### src/rtl/issue_queue.sv
// Four-entry in-order-select issue queue with compaction, tag wakeup
// (including dispatch-time bypass) and flush.
module issue_queue #(
  parameter int TAG_W = 5,
  parameter int OP_W  = 8
) (
  input  logic             clk,
  input  logic             rst,
  input  logic             flush,
  input  logic             disp_valid,
  output logic             disp_ready,
  input  logic [OP_W-1:0]  disp_op,
  input  logic [TAG_W-1:0] disp_src1,
  input  logic [TAG_W-1:0] disp_src2,
  input  logic [TAG_W-1:0] disp_dst,
  input  logic             disp_src1_rdy,
  input  logic             disp_src2_rdy,
  input  logic             wb_valid,
  input  logic [TAG_W-1:0] wb_tag,
  output logic             iss_valid,
  input  logic             iss_ready,
  output logic [OP_W-1:0]  iss_op,
  output logic [TAG_W-1:0] iss_src1,
  output logic [TAG_W-1:0] iss_src2,
  output logic [TAG_W-1:0] iss_dst,
  output logic [2:0]       count,
  output logic             full,
  output logic             empty
);

  localparam int unsigned N = 4;

  logic [N-1:0]     r_valid, r_s1r, r_s2r;
  logic [OP_W-1:0]  r_op   [N];
  logic [TAG_W-1:0] r_src1 [N];
  logic [TAG_W-1:0] r_src2 [N];
  logic [TAG_W-1:0] r_dst  [N];
  logic [2:0]       r_count;

  logic [N-1:0]     w_rdy;
  logic             w_any;
  logic [1:0]       w_sel;
  logic             w_fire;
  logic             w_accept;
  logic [2:0]       w_wr_idx;
  logic             w_d_s1r, w_d_s2r;

  logic [N-1:0]     w_n_valid, w_n_s1r, w_n_s2r;
  logic [OP_W-1:0]  w_n_op   [N];
  logic [TAG_W-1:0] w_n_src1 [N];
  logic [TAG_W-1:0] w_n_src2 [N];
  logic [TAG_W-1:0] w_n_dst  [N];

  assign count      = r_count;
  assign full       = (r_count == 3'd4);
  assign empty      = (r_count == 3'd0);
  assign disp_ready = (r_count < 3'd4);

  // Oldest ready slot wins: scan from the top so the lowest index is written last.
  always_comb begin
    w_rdy = r_valid & r_s1r & r_s2r;
    w_any = |w_rdy;
    w_sel = '0;
    for (int unsigned k = 0; k < N; k++) begin
      if (w_rdy[N-1-k]) w_sel = 2'(N - 1 - k);
    end
  end

  assign w_fire   = w_any && iss_ready;
  assign w_accept = disp_valid && disp_ready;
  assign w_wr_idx = r_count - {2'b00, w_fire};
  assign w_d_s1r  = disp_src1_rdy || (wb_valid && (wb_tag == disp_src1));
  assign w_d_s2r  = disp_src2_rdy || (wb_valid && (wb_tag == disp_src2));

  assign iss_valid = w_any;
  assign iss_op    = w_any ? r_op[w_sel]   : '0;
  assign iss_src1  = w_any ? r_src1[w_sel] : '0;
  assign iss_src2  = w_any ? r_src2[w_sel] : '0;
  assign iss_dst   = w_any ? r_dst[w_sel]  : '0;

  // Per slot: compact over the issued entry, then wake up, then drop in the dispatch.
  always_comb begin
    logic [1:0] j;
    w_n_valid = r_valid;
    w_n_s1r   = r_s1r;
    w_n_s2r   = r_s2r;
    w_n_op    = r_op;
    w_n_src1  = r_src1;
    w_n_src2  = r_src2;
    w_n_dst   = r_dst;
    for (int unsigned i = 0; i < N; i++) begin
      j = 2'(i);
      if (w_fire && (2'(i) >= w_sel) && (i < N - 1)) j = 2'(i + 1);
      w_n_op[i]    = r_op[j];
      w_n_src1[i]  = r_src1[j];
      w_n_src2[i]  = r_src2[j];
      w_n_dst[i]   = r_dst[j];
      w_n_s1r[i]   = r_s1r[j];
      w_n_s2r[i]   = r_s2r[j];
      w_n_valid[i] = (w_fire && (2'(i) >= w_sel) && (i == N - 1)) ? 1'b0 : r_valid[j];
      if (wb_valid && w_n_valid[i]) begin
        if (w_n_src1[i] == wb_tag) w_n_s1r[i] = 1'b1;
        if (w_n_src2[i] == wb_tag) w_n_s2r[i] = 1'b1;
      end
      if (w_accept && (3'(i) == w_wr_idx)) begin
        w_n_valid[i] = 1'b1;
        w_n_op[i]    = disp_op;
        w_n_src1[i]  = disp_src1;
        w_n_src2[i]  = disp_src2;
        w_n_dst[i]   = disp_dst;
        w_n_s1r[i]   = w_d_s1r;
        w_n_s2r[i]   = w_d_s2r;
      end
    end
  end

  always_ff @(posedge clk) begin
    if (rst) begin
      r_valid <= '0;
      r_s1r   <= '0;
      r_s2r   <= '0;
      r_count <= '0;
      for (int unsigned k = 0; k < N; k++) begin
        r_op[k]   <= '0;
        r_src1[k] <= '0;
        r_src2[k] <= '0;
        r_dst[k]  <= '0;
      end
    end else if (flush) begin
      r_valid <= '0;
      r_s1r   <= '0;
      r_s2r   <= '0;
      r_count <= '0;
    end else begin
      r_valid <= w_n_valid;
      r_s1r   <= w_n_s1r;
      r_s2r   <= w_n_s2r;
      r_op    <= w_n_op;
      r_src1  <= w_n_src1;
      r_src2  <= w_n_src2;
      r_dst   <= w_n_dst;
      r_count <= r_count + {2'b00, w_accept} - {2'b00, w_fire};
    end
  end

endmodule
### config.mk
export PLATFORM = sky130hd
export DESIGN_NAME = issue_queue
export DESIGN_NICKNAME = d
export VERILOG_FILES = /design/src/rtl/issue_queue.sv
export SDC_FILE = /design/constraint.sdc
export NUM_CORES = 1
export LEC_CHECK = 0
export CORE_UTILIZATION = 45
export CTS_CLUSTER_DIAMETER = 150
export DETAILED_ROUTE_END_ITERATION = 10
export GPL_TIMING_DRIVEN = 1
export PLACE_DENSITY_LB_ADDON = 0.08
export SETUP_SLACK_MARGIN = 0.15
export SLEW_MARGIN = 20
export SYNTH_ARGS = -nofsm -noshare
export SYNTH_HDL_FRONTEND = slang
export SYNTH_SLANG_ARGS = --single-unit
### constraint.sdc
create_clock -name clk -period 4.2 [get_ports clk]
set_clock_uncertainty 0.05 [all_clocks]
set_input_delay 0.84 -clock clk [delete_from_list [all_inputs] [get_ports clk]]
set_output_delay 0.84 -clock clk [all_outputs]
set_load 0.05 [all_outputs]
Word level (Yosys, flattened, before mapping)
Index checks and enable logic that the tools add are counted.

Output and inout bits: 30. Input port bits: 36. Register bits: 107. Word-level logic and storage cells: 204.

Reduce and logical (&&, ||, !) cells: 28. Order comparisons: 12. Eq/ne operators: 14. Multiplexer cells: 118. Add/subtract/negate cells: 3. Bitwise operators: 7.

Operators by type and width (number): 2-to-1 mux 5 bit (36); binary-select mux 5 bit (select 2 bit) (12); 2-to-1 mux 8 bit (12); binary-select mux 8 bit (select 2 bit) (4); == test 5 bit (10); 2-to-1 mux 1 bit (40); binary-select mux 1 bit (select 2 bit) (9); logical AND 1 bit (16); greater-or-equal comparator 3 bit (second input constant) (4); NOT 2 -> 3 bit (4); 2-to-1 mux 2 bit (5); < comparator 2 x 3 -> 1 bit (second input constant) (3); AND 4 bit (2); == test 2 x 3 -> 1 bit (first input constant) (2); logical NOT 3 bit (2); AND reduction 2 bit (3); nonzero test 2 bit (3); subtractor 3 x 1 -> 3 bit (2); greater-or-equal comparator 1 x 2 -> 1 bit (first input constant) (2); greater-or-equal comparator 2 bit (first input constant) (2); OR reduction 4 bit (1); adder 3 x 1 -> 3 bit (1); == test 1 x 3 -> 1 bit (first input constant) (1); == test 3 bit (second input constant) (1); other kinds (4) (5).

Longest topological paths before layout
Depth after elaboration: 17. Mapped depth: 13. Gate-level depth less buffers: 11.

Worst setup path before layout
Ideal clock, no wire load.

Kind: register to output. From: register r_count[2], in the netlist count[2]. To: output full. Cell stages (with the launch flop): 3. Arrival time: 2.245 ns. Data required time: 3.310 ns. Slack: 1.065 ns. Buffers on the path: 0. Cells stage by stage: dfxtp_1 > inv_1 > nor3_1.

Word-level cells in the longest chain between the ends: 1.

Ends and longest elaborated chain: from (decl) (RTL line 38) `logic [2:0] r_count;`; from (signal assigned) (RTL line 142) `r_count <= r_count + {2'b00, w_accept} - {2'b00, w_fire};`; == test 3 bit (RTL line 55) `assign full = (r_count == 3'd4);`; to (decl) (RTL line 27) `output logic full,`.

No other way between the ends.

Final worst setup path
From: register r_valid[2]. To: output iss_dst[1].

Word-level cells in the longest chain between the ends: 10. Elaborated cells between the ends (all ways): 11. Those cells by class: 7 x mux; 3 x bitwise; 1 x reduce/logical.

Ends and longest elaborated chain: from (decl) (RTL line 33) `logic [N-1:0] r_valid, r_s1r, r_s2r;`; from (signal assigned) (RTL line 135) `r_valid <= w_n_valid;`; AND 4 bit * (2 in a row) (RTL line 61) `w_rdy = r_valid & r_s1r & r_s2r;`; 2-to-1 mux 2 bit (3 in a row) (RTL line 65) `if (w_rdy[N-1-k]) w_sel = 2'(N - 1 - k);`; NOT 2 -> 3 bit (implied by the code) (RTL line 79) `assign iss_dst = w_any ? r_dst[w_sel] : '0;`; binary-select mux 5 bit (select 2 bit) (RTL line 79); 2-to-1 mux 5 bit (implied by the code) (2 in a row) (RTL line 79); 2-to-1 mux 5 bit * (RTL line 79); to (decl) (RTL line 25) `output logic [TAG_W-1:0] iss_dst,`.

Mark *: on every way between the ends. The rest lies on a longest branch, timed or not. The select of a mux whose other input is x is not followed.

==> qor.yml <==
grt_pass1_wl_mm: 31.3
mappedNetlistNets: 795
cp_num_buf_inv: 2
crit_fanout: 16
crit_type: "register to output port"
die_w_um: 122
drt-initial-drc-count: 515
p_per_area_mw_per_mm2: 288
end_kind: "output port"
areaGrowthSynthToFinish_pct: 17.7
n_fill_cell: 1287
rows: 43
maxSlewHeadroom: 0.235
syn_area_per_cell_um2: 8.57
cp_cell_sequence: "nand3_1 > a21oi_4 > buf_12 > mux4_2 > and2_1 > clkdlybuf4s50_1"
core_mm2: 0.0139
grt_pass1_vias: 5692
grt_max_degree: 93
antenna_found_initial: 0
fmax_mhz: 260
fin_crit_ns: 3.84
cts_sinks: 107
r2r_setup_slack_ns: 0.83
required_ns: 3.31
dieArea_mm2: 0.0148
async_flop_share: 0
crit_cells: 6
power_uw: 2190
path_clk_slew_ns: 0.07
num_antenna_cells: 0
synth.ff_latch_count: 107
insertion_delay_ns: 0.37
finalSetupViolations: 0
drc_errors: 0
syn_area_mm2: 0.00646
startpoint: "r_valid[2]"
vias: 5971
start_util: 0.464
ir_drop_uv: 186
dp_hpwl_mm: 13.0
post-route-cell-area_mm2: 0.00761
final_nets: 841
ys_warn_count: 0
netlist_instances: 754
yosys_most_used_dff: "dfxtp_1"
gp_congestion: 0.904
wl_per_cell_um: 20.0
wl_mm: 19.7
layout-drive-gt1-share: 0.119
outcome: "finished, final reports clean"
h-tree-depth: 3
finalMaxSlewViolations: 0
cp_top_family: "buffers and inverters"
drv_cap: 0
cts_root_buffer: "clkbuf_16"
reg2reg_depth: 10
hold_violations: 0
overflow: 0
cts_buffers: 9
globalRouteMet2Util: 0.431
cts_tree: "built"
rr_endpoint: "r_dst[9]"
numPortBuffers: 65
grt.busiest_layer: "met2"
ant_nets: 0
layout.cells.non_filler: 985
holdBufCountCts: 0
vias_per_cell: 6.06
seq_area_frac_synth: 0.331
synth_edf_count: 0
dp.cells: 968
critPathMaxStageDelay_ns: 0.69
cts_buffer_depth: 2
critical-path-slowest-cell: "clkdlybuf4s50_1"
placed_cell_area_mm2: 0.00727
crit-reg2reg-launch: "r_valid[2]"
cp.arrival_ns: 2.95
hold_path_class: "register to register"
rsz0062_at_grt: "no"
crit_end: "iss_dst[1]"
grt_use_total: 0.278
met1_usage: 0.387
drt_pass1_iterations: 5
start_kind: "register"
leakage_uw: 0.00308
die_y_um: 122
fin_tns_setup_ns: 0
fin_crit_sh: 0.915
grt_use_met3: 0.0618
pin_count: 66
synth.distinct_cells: 63
worst_pin_slew_ns: 1.15
kinds of logic (layout without fill, tap and decap cells):
family	after synthesis	in the layout	synth area share
xor gates and xnor gates	47	47	0.0637
and+or+nand+nor	284	284	0.200
muxes	71	71	0.155
AOI/OAI and AO/OA	170	170	0.184
DFF	107	107	0.331
adders and majority gates	5	5	0.0108
buffers and inverters	70	121	0.0546
cells in the final DEF (no fill, tap or decap), types with 2 or more instances in the layout:
master	Yosys	routed
a211oi_1	23	23
a211oi_2	7	7
a21oi_1	48	47
a21oi_4	1	2
a311oi_1	15	15
a31oi_1	10	10
and2_1	26	26
and4_1	2	2
buf_4	6	28
clkbuf_16	0	9
clkdlybuf4s50_1	0	42
clkinvlp_4	0	2
dfxtp_1	107	107
dlygate4sd2_1	0	2
dlymetal6s2s_1	0	20
ha_1	4	4
inv_1	10	10
inv_8	0	2
mux2_2	4	4
mux2i_1	44	44
mux4_2	23	23
nand2_1	90	89
nand2_2	1	2
nand2b_1	8	8
nand3_1	9	9
nand4_1	5	5
nand4_2	2	2
nor2_1	118	117
nor2b_1	3	3
nor3_1	3	3
nor3b_1	2	2
nor4_1	6	6
o21ai_0	8	8
o22a_1	10	10
o22ai_1	30	30
or4_1	2	2
xnor2_1	22	22
xor2_1	25	25
worst min path at each step:
stage / from / slack [ns] / end / cells after the start
2_1_floorplan: r_dst[0] / 0.40 / r_dst[0] / 2
3_3_place_gp: r_dst[4] / 0.41 / r_dst[4] / 2
3_5_place_dp: r_op[6] / 0.42 / r_op[6] / 2
4_1_cts: r_op[6] / 0.43 / r_op[6] / 2
5_1_grt: r_op[5] / 0.45 / r_op[5] / 2
6_report: r_dst[1] / 0.43 / r_dst[1] / 2
where the power goes:
part	leakage, µW	internal (µW)	switching, µW
Sequential	0.000867	1040	21.8
Clock	0.000136	413	427
Combinational	0.00208	124	163
flip-flops by register name, summed over array words and instances (netlist names):
signal / count
r_src1: 20
r_valid: 4
r_op: 32
r_s2r: 4
r_dst: 20
r_src2: 20
count: 3
r_s1r: 4
cell type report:
cell class | count | area, µm² | share of cell area
clock buffers | 9 | 225 | 0.0296
clock inverters | 7 | 60.1 | 0.00789
inverters | 11 | 41.3 | 0.00543
multi-input cells | 577 | 3990 | 0.525
flip-flops and latches | 107 | 2140 | 0.281
well taps | 180 | 225 | 0.0296
repair buffers | 94 | 923 | 0.121
timing repair:
action                     4_1_cts  5_1_grt
pin swaps                        0        1
gates cloned                     0        0
hold endpoints to repair         0        0
setup buffers                    0        1
gates resized for setup          2       20
setup endpoints to repair        2       21
worst min-delay path: cells and delay by family (launching register included):
kind / cells / cell delay, ns
AND/OR/NAND/NOR: 1 / 0.06
flip-flops: 1 / 0.33
AO/OA/AOI/OAI: 1 / 0.05
cell usage after synthesis, types with 7 or more instances:
| master | instances | area, µm² |
|---|---|---|
| a211oi_1 | 23 | 173 |
| a211oi_2 | 7 | 87.6 |
| a21oi_1 | 48 | 240 |
| a311oi_1 | 15 | 131 |
| a31oi_1 | 10 | 62.6 |
| and2_1 | 26 | 163 |
| buf_2 | 18 | 90.1 |
| clkbuf_1 | 24 | 90.1 |
| dfxtp_1 | 107 | 2140 |
| inv_1 | 10 | 37.5 |
| mux2i_1 | 44 | 440 |
| mux4_2 | 23 | 518 |
| nand2_1 | 90 | 338 |
| nand2b_1 | 8 | 50.1 |
| nand3_1 | 9 | 45.0 |
| nor2_1 | 118 | 443 |
| o21ai_0 | 8 | 40.0 |
| o22a_1 | 10 | 87.6 |
| o22ai_1 | 30 | 188 |
| xnor2_1 | 22 | 193 |
| xor2_1 | 25 | 219 |
stage by stage:
| stage | util | hold slack [ns] | worst slack [ns] |
|---|---|---|---|
| after floorplan | - | 0.396 | 1.07 |
| final | 0.546 | 0.428 | 0.356 |
| after global routing | 0.546 | 0.448 | 0.254 |
| after detailed placement | 0.522 | 0.415 | 0.352 |
| after CTS | 0.542 | 0.426 | 0.154 |
| after global placement | 0.522 | 0.407 | 0.446 |
metal layers:
metal | share of wire | vias up
met5 | 0 | -
met4 | 0.018 | 0
met3 | 0.068 | 32
met2 | 0.45 | 237
met1 | 0.46 | 2909
li1 | - | 2793
No activity file was read; power rests on OpenSTA's default activity.
